--- config.mk ---
export PLATFORM = sky130hd
export DESIGN_NAME = instr_fetch
export DESIGN_NICKNAME = d
export VERILOG_FILES = /design/src/rtl/instr_fetch.sv
export SDC_FILE = /design/constraint.sdc
export NUM_CORES = 1
export LEC_CHECK = 0
export CORE_UTILIZATION = 40
export CTS_BUF_LIST = sky130_fd_sc_hd__clkbuf_4
export DETAILED_ROUTE_END_ITERATION = 10
export PLACE_DENSITY = 0.65
export SLEW_MARGIN = 30
export SYNTH_ARGS = -nofsm -noshare
export SYNTH_HDL_FRONTEND = slang
export SYNTH_SLANG_ARGS = --single-unit
--- constraint.sdc ---
create_clock -name clk -period 29.2 [get_ports clk]
set_input_delay 5.84 -clock clk [delete_from_list [all_inputs] [get_ports clk]]
set_output_delay 5.84 -clock clk [all_outputs]
set_load 0.01 [all_outputs]
--- src/rtl/instr_fetch.sv ---
// rtl/instr_fetch.sv - MIPS instruction fetch stage: PC generation, imem request and decode FIFO
//
// Purpose: generates the fetch PC and issues one read per cycle to a
// synchronous instruction memory. Returned words are buffered with their
// addresses in a DEPTH-entry FIFO and presented to decode through a
// valid/ready handshake. A redirect flushes all fetched-but-unconsumed work.
//
// Optional feature macro: FETCH_ALIGN_CHECK_EN (sticky misaligned-redirect fault).
//
// Ports:
//   clk, reset               clock, asynchronous active-high reset
//   imem_req, imem_addr      read request and word-aligned byte address
//   imem_rdata               read data, valid one cycle after the request
//   redirect, redirect_pc    taken branch/jump pulse and its target
//   id_valid, id_ready       decode handshake for the FIFO head
//   id_instr, id_pc          head instruction word and its byte address
//   id_opcode                id_instr[31:26] for the control unit
//   misaligned               sticky fault (FETCH_ALIGN_CHECK_EN only)
module instr_fetch #(
   parameter logic [31:0] RESET_PC = 32'h0000_0000,
   parameter int          DEPTH    = 4
) (
   input  logic        clk,
   input  logic        reset,
   output logic        imem_req,
   output logic [31:0] imem_addr,
   input  logic [31:0] imem_rdata,
   input  logic        redirect,
   input  logic [31:0] redirect_pc,
   output logic        id_valid,
   input  logic        id_ready,
   output logic [31:0] id_instr,
   output logic [31:0] id_pc,
   output logic [5:0]  id_opcode
`ifdef FETCH_ALIGN_CHECK_EN
   ,
   output logic        misaligned
`endif
);

   localparam int          PW      = (DEPTH > 1) ? $clog2(DEPTH) : 1;
   localparam int          CW      = PW + 1;
   localparam logic [CW:0] DEPTH_W = (CW + 1)'(DEPTH);

   logic [31:0]   pc_q, pc_d;
   logic [31:0]   ipc_q, ipc_d;          // address of the request now in flight
   logic          inflight_q, inflight_d;
   logic          kill_q, kill_d;
   logic [PW-1:0] rd_ptr_q, rd_ptr_d;
   logic [PW-1:0] wr_ptr_q, wr_ptr_d;
   logic [CW-1:0] count_q, count_d;
   logic [31:0]   pc_mem_q    [DEPTH];
   logic [31:0]   pc_mem_d    [DEPTH];
   logic [31:0]   instr_mem_q [DEPTH];
   logic [31:0]   instr_mem_d [DEPTH];

   logic          pop;
   logic          push;
   logic          issue;
   logic          halt;
   logic [CW:0]   occupancy;
   logic [31:0]   target_pc;

`ifdef FETCH_ALIGN_CHECK_EN
   logic misaligned_q, misaligned_d;
   assign halt       = misaligned_q;
   assign misaligned = misaligned_q;
`else
   assign halt = 1'b0;
`endif

   // Low address bits of a redirect are never fetched from.
   assign target_pc = redirect_pc & 32'hFFFF_FFFC;

   assign id_valid  = (count_q != '0);
   assign id_instr  = instr_mem_q[rd_ptr_q];
   assign id_pc     = pc_mem_q[rd_ptr_q];
   assign id_opcode = id_instr[31:26];

   assign pop  = id_valid && id_ready;
   assign push = inflight_q && !kill_q && !redirect;

   // Slots committed after this cycle: the in-flight response still needs a
   // slot, so issuing only while this is below DEPTH makes overflow impossible.
   assign occupancy = {1'b0, count_q} + {{CW{1'b0}}, inflight_q} - {{CW{1'b0}}, pop};
   assign issue     = !reset && !redirect && !halt && (occupancy < DEPTH_W);

   assign imem_req  = issue;
   assign imem_addr = pc_q;

   always_comb begin
      pc_d        = pc_q;
      ipc_d       = ipc_q;
      inflight_d  = issue;
      // Nothing issues in a redirect cycle, so there is normally nothing to kill.
      kill_d      = redirect && issue;
      rd_ptr_d    = rd_ptr_q;
      wr_ptr_d    = wr_ptr_q;
      count_d     = count_q + CW'(push) - CW'(pop);
      pc_mem_d    = pc_mem_q;
      instr_mem_d = instr_mem_q;
`ifdef FETCH_ALIGN_CHECK_EN
      misaligned_d = misaligned_q || (redirect && (redirect_pc[1:0] != 2'b00));
`endif

      if (push) begin
         pc_mem_d[wr_ptr_q]    = ipc_q;
         instr_mem_d[wr_ptr_q] = imem_rdata;
         wr_ptr_d              = wr_ptr_q + PW'(1);
      end
      if (pop) begin
         rd_ptr_d = rd_ptr_q + PW'(1);
      end
      if (issue) begin
         ipc_d = pc_q;
         pc_d  = pc_q + 32'd4;
      end

      // Redirect wins over everything: a coincident pop has already been
      // taken by decode, and the rest of the FIFO is discarded.
      if (redirect) begin
         count_d  = '0;
         rd_ptr_d = '0;
         wr_ptr_d = '0;
         pc_d     = target_pc;
      end
   end

   always_ff @(posedge clk or posedge reset) begin
      if (reset) begin
         pc_q        <= RESET_PC;
         ipc_q       <= RESET_PC;
         inflight_q  <= 1'b0;
         kill_q      <= 1'b0;
         rd_ptr_q    <= '0;
         wr_ptr_q    <= '0;
         count_q     <= '0;
         pc_mem_q    <= '{default: '0};
         instr_mem_q <= '{default: '0};
`ifdef FETCH_ALIGN_CHECK_EN
         misaligned_q <= 1'b0;
`endif
      end else begin
         pc_q        <= pc_d;
         ipc_q       <= ipc_d;
         inflight_q  <= inflight_d;
         kill_q      <= kill_d;
         rd_ptr_q    <= rd_ptr_d;
         wr_ptr_q    <= wr_ptr_d;
         count_q     <= count_d;
         pc_mem_q    <= pc_mem_d;
         instr_mem_q <= instr_mem_d;
`ifdef FETCH_ALIGN_CHECK_EN
         misaligned_q <= misaligned_d;
`endif
      end
   end

endmodule

-- Yosys cells after proc, flatten, opt, wreduce, memory -nomap -nowiden
Index checks and enable logic that the tools add are counted.
- output and inout bits: 104
- register bits after elaboration: 329
- input bits: 68
- word-level logic and storage cells: 59
- bitwise logic cells: 2
- muxes and demuxes: 17
- reduce and logical (&&, ||, !) cells: 14
- add/sub/neg operators: 7
- $lt $le $gt $ge: 4
- operators with widths (kind ; count):
    128-bit bitwise mux ; 2
    32-bit 2-to-1 mux ; 7
    32-bit binary-select mux with 2-bit select ; 2
    32-bit demux with 2-bit select ; 1
    32-bit by 3-bit adder with 32-bit output, second input constant ; 1
    2-bit 2-to-1 mux ; 4
    1-bit logical AND ; 7
    3-bit >= comparator, second input constant ; 2
    2-bit inverter with 3-bit output ; 2
    2-bit nonzero test ; 3
    2-bit by 1-bit adder with 2-bit output, second input constant ; 2
    3-bit by 1-bit adder with 4-bit output ; 1
    4-bit by 3-bit less-than comparator with 1-bit output, second input constant ; 1
    4-bit by 1-bit subtractor with 4-bit output ; 1
    3-bit by 1-bit adder with 3-bit output ; 1
    1-bit logical NOT ; 3
    3-bit by 1-bit less-than comparator with 1-bit output, second input constant ; 1
    3-bit 2-to-1 mux ; 1
    3-bit nonzero test ; 1
    3-bit by 1-bit subtractor with 3-bit output ; 1

-- Logic depth before layout (Yosys ltp)
Gate-level depths: netlist of run 1.
- word-level depth: 7
- mapped depth: 15
- depth with buffers taken out: 11

-- Worst setup path after synthesis of run 1
Ideal clock, no wire load.
- kind: in2out
- start point: input id_ready
- end point: output imem_req
- stages on the path: 10
- path buffers: 2
- arrival: 7.791 ns
- required time: 23.360 ns
- setup slack: 15.569 ns
- path through: and2_1 > ha_1 > inv_1 > ha_1 > and3b_1 > clkbuf_1 > nor4_2 > nor2_1 > inv_1 > clkbuf_1
- longest elaborated chain between the ends: 4
- ends and longest elaborated chain (what ; RTL line ; text):
    from (decl) ; 31 ; input logic id_ready,
    1-bit logical AND ; 80 ; assign pop = id_valid && id_ready;
    4-bit by 1-bit subtractor with 4-bit output ; 85 ; assign occupancy = {1'b0, count_q} + {{CW{1'b0}}, inflight_q} - {{CW{1'b0}}, pop};
    4-bit by 3-bit less-than comparator with 1-bit output ; 86 ; assign issue = !reset && !redirect && !halt && (occupancy < DEPTH_W);
    1-bit logical AND ; 86 ;
    to (decl) ; 25 ; output logic imem_req,
Every way passes these cells.

-- Final worst setup path of run 1
Same ends and word-level chain as after synthesis.

==> flow_summary.json, run 1 <==
{
  "first_global_vias": 9655,
  "static-leakage-power_nw": 7.91,
  "synth-seq-area-share_pct": 56.0,
  "max_slew_margin_pct": 43.7,
  "worstSetupStartpoint": "id_ready",
  "clk_latency_ns": 0.76,
  "drc_violations": 0,
  "num_rows": 68,
  "gp_routability_congestion": 0.838,
  "cts_tree": "yes",
  "detailroute.via_count": 9118,
  "post_cts_resized": 0,
  "slew_limit_fails": 0,
  "share_of_layout_cells_above_drive_strength_1_pct": 37.1,
  "grt_pass1_wl_mm": 52.9,
  "synth.avg_cell_area_sq_um": 14.1,
  "layout_common_cells": "sky130_fd_sc_hd__dfrtp_1 (315), sky130_fd_sc_hd__mux2_2 (248), sky130_fd_sc_hd__clkdlybuf4s50_1 (165)",
  "io_buffers": 165,
  "cell_variety_after_synth": 49,
  "drv.max_cap_violation_count": 0,
  "global_route.usage.total_pct": 18.8,
  "r2r_end": "imem_addr[3]",
  "dp_hpwl_mm": 19.7,
  "postRouteWirelength_mm": 32.6,
  "required_ns": 23.36,
  "ys_warn_count": 0,
  "fp.dieH_microns": 190,
  "overflow": 0,
  "htree_num_levels": 3,
  "timing.hold.worst.class": "flop to flop",
  "setup.worst_path.end_class": "output pin",
  "hold_end": "pc_mem_q[105]",
  "syn_inst": 1005,
  "synth_top_area_share_pct": 56.0,
  "nNetsFinal": 1281,
  "core_area_sq_mm": 0.0347,
  "finClkSkew_ns": 0.0411,
  "final_antenna_violating_net_count": 0,
  "detail_route.first_pass.iterations": 4,
  "initial_core_util_pct": 40.8,
  "setup_repair_after_global_routing_missed_its_margin": "false",
  "tightestPinTransition_ns": 0.843,
  "cts_num_sinks": 317,
  "most_common_cell_after_layout_fill_and_taps_aside": "sky130_fd_sc_hd__dfrtp_1",
  "fp.dieArea_sq_mm": 0.0362,
  "reg2reg_depth": 13,
  "power_density_mw_per_mm2": 80.4,
  "synthArstFlopShare_pct": 100,
  "route.detailed.wl_per_inst_microns": 18.8,
  "cts_hold_buf": 0,
  "syn2layout_area_growth_pct": 22.9,
  "regArea_sq_mm": 0.00794,
  "viasPerCell": 5.27,
  "ctsRootBufferMaster": "sky130_fd_sc_hd__clkbuf_4",
  "clock_tree_buf_depth": 3,
  "synth_area_leaders": "sky130_fd_sc_hd__dfrtp_1 (56%), sky130_fd_sc_hd__mux2_2 (20%), sky130_fd_sc_hd__mux4_2 (9.9%)",
  "finalSetupTns_ns": 0,
  "grt_start_max_net_pins": 172,
  "synth-main-ff-cell": "sky130_fd_sc_hd__dfrtp_1",
  "grt_antenna_before_repair": 2,
  "multi_input_comb_area_sq_mm": 0.00589,
  "worstSetupStartpointType": "input pin",
  "io_pins": 172,
  "reg2reg_slack_ns": 25.50,
  "outcome": "completed",
  "period_share_pct": 50.3,
  "finalCriticalPeriod_ns": 14.68,
  "chipWidth_microns": 190,
  "worst-path-max-fanout": 37,
  "max_clock_freq_ghz": 0.0681,
  "mappedNetlistArea_sq_mm": 0.0142,
  "synth_top_area_cell": "sky130_fd_sc_hd__dfrtp_1",
  "drt_first_iter_violations": 334,
  "number_of_enable_type_register_cells_in_the_synthesized_netlist": 0,
  "dpl.cell_count": 1567,
  "post_layout_nonfiller_instances": 1730,
  "number_of_buffers_added_for_setup_after_cts": 0,
  "fillers": 3079,
  "hold_path_startpoint": "pc_mem_q[105]",
  "worstPathArrival_ns": 8.84,
  "setup_violations": 0,
  "max-vdd-ir-drop_uv": 44.1,
  "path_clk_slew_ns": 0.06,
  "crit-reg2reg-launch": "count_q[1]",
  "hold_depth": 1,
  "hold_slack_ns": 0.502,
  "cts-buffers-inserted": 87,
  "criticalPathCategory": "input pin to output pin",
  "synth_register_bits": 317,
  "final_hold_viol_count": 0
}
cells in the mapped netlist (all sizes together) (8+ instances only):
cell	number
buf	23
mux2	248
clkbuf	49
mux4	62
nand3	14
o211ai	8
nor2	17
nand2	118
xnor2	9
or4	11
xor2	11
o21ai	20
inv	16
ha	10
dfrtp	317
final cells by class:
class                           count  share of cell area (%)
Antenna cell                        3                  0.0431
Clock buffer                      133                    5.74
Clock inverter                     26                   0.899
Inverter                           16                   0.417
Multi-Input combinational cell    604                    33.8
Sequential cell                   317                    45.6
Tap cell                          455                    3.27
Timing Repair Buffer              176                    10.2
kinds of logic (layout without fill, tap and decap cells):
kind of cell             after synthesis  in the layout  share of synthesized area, %
adder cells (fa/ha/maj)               11             11                          1.02
other                                  1              8                        0.0265
AO/OA/AOI/OAI                         60             60                          2.92
flip-flops                           317            317                          56.0
AND/OR/NAND/NOR                      197            197                          6.44
multiplexers                         311            311                          29.7
buffers and inverters                 88            351                          2.68
XOR/XNOR                              20             20                          1.24
stage by stage:
step / power [mW] / cell area (sq um) / utilization (%) / setup slack (ns)
finish: 1.40 / 17400 / 50.1 / 14.52
global route: 1.49 / 17400 / 50.1 / 14.26
CTS: 1.42 / 17400 / 50.0 / 14.49
detailed placement: 1.00 / 16200 / 46.7 / 14.50
global placement: 0.991 / 16200 / 46.7 / 14.48
floorplan: 0.812 / 14200 / - / 14.59
how the worst max path moves through the flow:
stage	to	slack (ns)	depth (start not counted)
after floorplan	count_q[0]	14.59	1
after global placement	imem_req	14.48	11
after detailed placement	imem_req	14.50	11
after CTS	imem_req	14.49	11
after global routing	imem_req	14.26	11
final	imem_req	14.52	11
flip-flops by register name, summed over array words and instances (netlist names):
| name | cells |
|---|---|
| imem_addr | 30 |
| wr_ptr_q | 2 |
| inflight_q | 1 |
| kill_q | 1 |
| count_q | 3 |
| instr_mem_q | 128 |
| pc_mem_q | 120 |
| ipc_q | 30 |
| rd_ptr_q | 2 |
critical path: stages:
cell and delay [ns]:
sky130_fd_sc_hd__clkdlybuf4s50_1 0.45, sky130_fd_sc_hd__and2_1 0.23, sky130_fd_sc_hd__ha_1 0.19, sky130_fd_sc_hd__inv_1 0.04, sky130_fd_sc_hd__ha_1 0.25, sky130_fd_sc_hd__and3b_1 0.22, sky130_fd_sc_hd__nor4_2 0.58, sky130_fd_sc_hd__nor2_2 0.07
sky130_fd_sc_hd__buf_4 0.29, sky130_fd_sc_hd__inv_1 0.12, sky130_fd_sc_hd__clkdlybuf4s50_1 0.54
metal layers:
metal	global-route usage, %	share of wire (%)	vias to the layer above
met4	6.74	1.9	0
met1	26.2	46	4694
li1	-	-	4107
met3	5.17	6.3	50
met2	28.0	46	267
met5	0	0	-
power by group:
part / switching (mW) / internal [mW] / leakage (nW) / total [mW]
combinational: 0.169 / 0.233 / 2.98 / 0.402
sequential: 0.0695 / 0.517 / 4.24 / 0.586
clock: 0.185 / 0.225 / 0.691 / 0.411
total: 0.424 / 0.975 / 7.91 / 1.40
Note: power is estimated with default switching activity, not from simulation.
==> inputs of run 2 (changes only) <==
clock period = 14.8 ns   (was 29.2 ns; I/O delays follow)
==> flow_summary.json, run 2 (synthesized netlist as in run 1, its figures left out) <==
{
  "outcome": "completed",
  "grt_start_max_net_pins": 128,
  "criticalPathCategory": "input pin to output pin",
  "io_buffers": 165,
  "num_rows": 68,
  "route.detailed.wl_per_inst_microns": 18.8,
  "grt_antenna_before_repair": 1,
  "finalSetupTns_ns": 0,
  "setup_repair_after_global_routing_missed_its_margin": "false",
  "switching_portion_of_total_power_pct": 30.8,
  "max-vdd-ir-drop_uv": 107,
  "setup_violations": 0,
  "post-place-ws_ns": 5.91,
  "first_global_vias": 9704,
  "largest-register": "instr_mem_q",
  "cts_num_sinks": 317,
  "ctsRootBufferMaster": "sky130_fd_sc_hd__clkbuf_4",
  "htree_num_levels": 3,
  "final_hold_viol_count": 0,
  "crit-reg2reg-launch": "count_q[1]",
  "fp.dieArea_sq_mm": 0.0362,
  "path_clk_slew_ns": 0.05,
  "registers_with_the_most_flip_flops": "instr_mem_q x128, pc_mem_q x120",
  "required_ns": 11.84,
  "overflow": 0,
  "drc_violations": 0,
  "final_critical_path_setup_slack_ns": 5.85,
  "chipWidth_microns": 190,
  "reg2reg_slack_ns": 11.15,
  "timing.hold.worst.class": "flop to flop",
  "final_antenna_violating_net_count": 0,
  "worstSetupStartpoint": "id_ready",
  "detail_route.first_pass.iterations": 5,
  "stdcell_area_sq_mm": 0.0174,
  "initial_core_util_pct": 40.8,
  "core_area_sq_mm": 0.0347,
  "static-leakage-power_nw": 7.90,
  "grt_pass1_wl_mm": 53.6,
  "finalCriticalPeriod_ns": 8.95,
  "cts_tree": "yes",
  "place_area_sq_mm": 0.0163,
  "endpoint": "imem_req",
  "setup.worst_path.end_class": "output pin",
  "finClkSkew_ns": 0.0445,
  "max_slew_margin_pct": 45.3,
  "r2r_end": "imem_addr[3]",
  "max_clock_freq_ghz": 0.112,
  "tightestPinTransition_ns": 0.819,
  "cts_hold_buf": 0,
  "cp_slowest_cell": "sky130_fd_sc_hd__nor4_2",
  "dp_hpwl_mm": 19.8,
  "drt_first_iter_violations": 456,
  "power_frac_comb_pct": 29.1,
  "nNetsFinal": 1284,
  "post_cts_resized": 0,
  "number_of_buffers_added_for_setup_after_cts": 0,
  "most_common_cell_after_layout_fill_and_taps_aside": "sky130_fd_sc_hd__dfrtp_1",
  "p_sw_mw": 0.839,
  "max_stage_delay_ns": 0.57,
  "share_of_layout_cells_above_drive_strength_1_pct": 37.2,
  "final_core_density_pct": 50.1,
  "viasPerCell": 5.25,
  "power_density_mw_per_mm2": 157,
  "sequentialPowerShare_pct": 42.4,
  "drv.max_cap_violation_count": 0,
  "fp.dieH_microns": 190,
  "largest_reg_flops": 128,
  "cts-buffers-inserted": 89,
  "global_route.usage.total_pct": 19.0,
  "reg2reg_depth": 13,
  "period_share_pct": 60.5,
  "worst-path-max-fanout": 37,
  "worstSetupStartpointType": "input pin",
  "postRouteWirelength_mm": 32.5,
  "internal-power_mw": 1.89,
  "gp_routability_congestion": 0.849,
  "detailroute.via_count": 9070,
  "list_of_cells_traversed_by_the_critical_path": "clkdlybuf4s50_1 -> and2_1 -> ha_1 -> inv_1 -> ha_1 -> and3b_1 -> nor4_2 -> nor2_2 -> buf_4 -> inv_1 -> clkdlybuf4s50_1",
  "clock_tree_buf_depth": 3,
  "worstPathArrival_ns": 5.99,
  "slew_limit_fails": 0,
  "syn2layout_area_growth_pct": 22.8,
  "p_clk_share_pct": 28.5,
  "io_pins": 172,
  "layout_common_cells": "sky130_fd_sc_hd__dfrtp_1 (315), sky130_fd_sc_hd__mux2_2 (248), sky130_fd_sc_hd__clkdlybuf4s50_1 (165)",
  "clk_latency_ns": 0.76
}
==> run 2: stage by stage <==
step	hold WS [ns]	power (mW)	instances
after floorplan	0.475	1.60	1009
after global placement	0.483	1.95	1566
after detailed placement	0.491	1.98	1569
after CTS	0.505	2.78	1727
after global routing	0.513	2.91	1728
final	0.502	2.73	1728
==> run 2: worst min path at each step <==
stage	from	endpoint	cells past startpoint
6_report	instr_mem_q[15]	instr_mem_q[15]	1
2_1_floorplan	instr_mem_q[63]	instr_mem_q[63]	1
4_1_cts	instr_mem_q[84]	instr_mem_q[84]	1
5_1_grt	instr_mem_q[91]	instr_mem_q[91]	1
3_3_place_gp	pc_mem_q[82]	pc_mem_q[82]	1
3_5_place_dp	instr_mem_q[68]	instr_mem_q[68]	1
==> run 2: per-layer routing <==
metal	global-route usage, %	vias to the layer above	wire length, microns
met5	0	-	0
met4	6.68	0	646
met3	5.33	60	2000
met2	27.8	287	14500
met1	26.9	4635	15400
li1	-	4088	-
==> run 2: area by class of cell <==
type / instances / area [sq um]
diodes: 1 / 2.50
clock buffers: 131 / 983
fillers: 3058 / 17300
inverters: 16 / 72.6
well taps: 455 / 569
clock inverters: 27 / 124
flip-flops and latches: 317 / 7940
multi-input cells: 604 / 5890
repair buffers: 177 / 1810
==> run 2: power groups by stage <==
stage | Clock (mW) | Combinational [mW] | Sequential (mW)
finish | 0.776 | 0.794 | 1.16
global route | 0.865 | 0.861 | 1.18
CTS | 0.811 | 0.808 | 1.16
detailed placement | 0 | 0.805 | 1.17
global placement | 0 | 0.789 | 1.17
floorplan | 0 | 0.489 | 1.11
==> run 2: worst max-delay path: cells and delay by family <==
family / cells / cell delay (ns)
adder cells (fa/ha/maj): 2 / 0.44
buffers and inverters: 5 / 1.47
AND/OR/NAND/NOR: 4 / 1.11
==> RTL edit, RTL diff (config.mk and constraints of run 2) <==
Set the parameter `DEPTH` to 8 (it was 4).
--- a/src/rtl/instr_fetch.sv
+++ b/src/rtl/instr_fetch.sv
@@ -19,5 +19,5 @@
 module instr_fetch #(
    parameter logic [31:0] RESET_PC = 32'h0000_0000,
-   parameter int          DEPTH    = 4
+   parameter int          DEPTH    = 8
 ) (
    input  logic        clk,
Formal check against the unedited RTL: not equivalent (Yosys sat finds a counterexample within 10 cycles, from zero or initial values and one cycle with reset high).
==> RTL edit against run 2 <==
  * Sequential cell count grew 251
  * Power increased by 59%
  * Wire length increased by 82%
  * First-iteration DRC count up 47%
  * Final area increased by 74%
  * Synthesized area is 82% higher
  * Utilization shrank 2.3 points
  * Worst setup slack worse by 0.081 ns
  * Critical path type unchanged
  * Highest routed layer is now met5
==> RTL edit: results (changes against run 2) <==
- Status: completed (unchanged)
- Clk_lat worst skew: 0.97 ns (was 0.76 ns)
- P_leak: 14.4 nW (was 7.90 nW)
- CTS H-tree depth: 4 (was 3)
- Synth top area cells: dfrtp_1 (55%), mux2_2 (25%), mux4_2 (11%) (was dfrtp_1 (56%), mux2_2 (20%), mux4_2 (9.9%))
- Slew HR: 0.333 (was 0.453)
- VDD IR max: 74.2 uV (was 107 uV)
- Worst path arrival time: 6.07 ns (was 5.99 ns)
- Drt first-iter violations: 669 (was 456)
- Routed wire length: 59300 um (was 32500 um)
- Synthesized area: 25700 um2 (was 14200 um2)
- Placed inst area: 28200 um2 (was 16300 um2)
- Routed vias: 15406 (was 9070)
- CP peak stage delay: 0.66 ns (was 0.57 ns)
- Clock skew: 0.0353 ns (was 0.0445 ns)
- Antenna violations before repair: 4 (was 1)
- Max FO, Critical Path: 28 (was 37)
- Tot GR Track Use: 0.188 (was 0.190)
- Vias in the first global route: 16899 (was 9704)
- Post-synth cell types: 48 (was 49)
- Post-synthesis sequential area ratio: 0.553 (was 0.560)
- Cts bufs inserted: 153 (was 89)
- Proportion of layout cells with a drive suffix above 1: 0.480 (was 0.372)
- Post-DP HPWL: 33900 um (was 19800 um)
- Pin count of the biggest net entering global routing: 178 (was 128)
## RTL edit: metal layers
metal  global-route usage  up-vias  routed length, um
met5                    0        -                 17
met4               0.0730        2               1230
met3               0.0442      108               2640
met2                0.290      344              28200
met1                0.257     8116              27100
li1                     -     6836                  -
## RTL edit: where the power goes
part           internal [mW]  switching, mW
registers               1.69          0.182
clock network          0.780          0.638
logic                  0.558          0.474
total                   3.03           1.29
## RTL edit: final timing paths
path	startpoint	end	slack, ns	cells after the start
worst max register to register	kill_q	pc_mem_q[58]	11.49	5
worst min register to register	instr_mem_q[65]	instr_mem_q[65]	0.50	1
worst min-delay path	instr_mem_q[65]	instr_mem_q[65]	0.50	1
max in group asynchronous	reset	instr_mem_q[0]	9.81	6
worst max-delay path	id_ready	imem_req	5.77	10
min in group asynchronous	reset	imem_addr[18]	2.55	2
## RTL edit: layout make-up
type                    instances  area, um2  area share
flip-flops and latches        568      14200       0.470
multi-input cells            1021      11000       0.365
repair buffers                188       1910      0.0632
clock buffers                 239       1790      0.0593
well taps                     846       1060      0.0350
clock inverters                25        188     0.00620
inverters                       9       37.5     0.00124
diodes                          6       15.0    0.000496
## RTL edit: cell families (layout without fill, tap and decap cells)
family	after synthesis	after routing	share of synthesized area
mux	686	686	0.355
flops	568	568	0.553
simple gates	224	224	0.0399
buf+inv	123	461	0.0208
compound gates	68	68	0.0173
xor+xnor	28	28	0.00954
fa+ha+maj	10	10	0.00516
other cells	1	11	0.000146
## RTL edit: through the flow
step                instances  hold slack (ns)  worst slack [ns]
global route             2900            0.510              5.53
detailed placement       2629            0.487              5.80
global placement         2629            0.481              5.83
CTS                      2893            0.500              5.78
finish                   2902            0.498              5.77
floorplan                1712            0.474              4.10
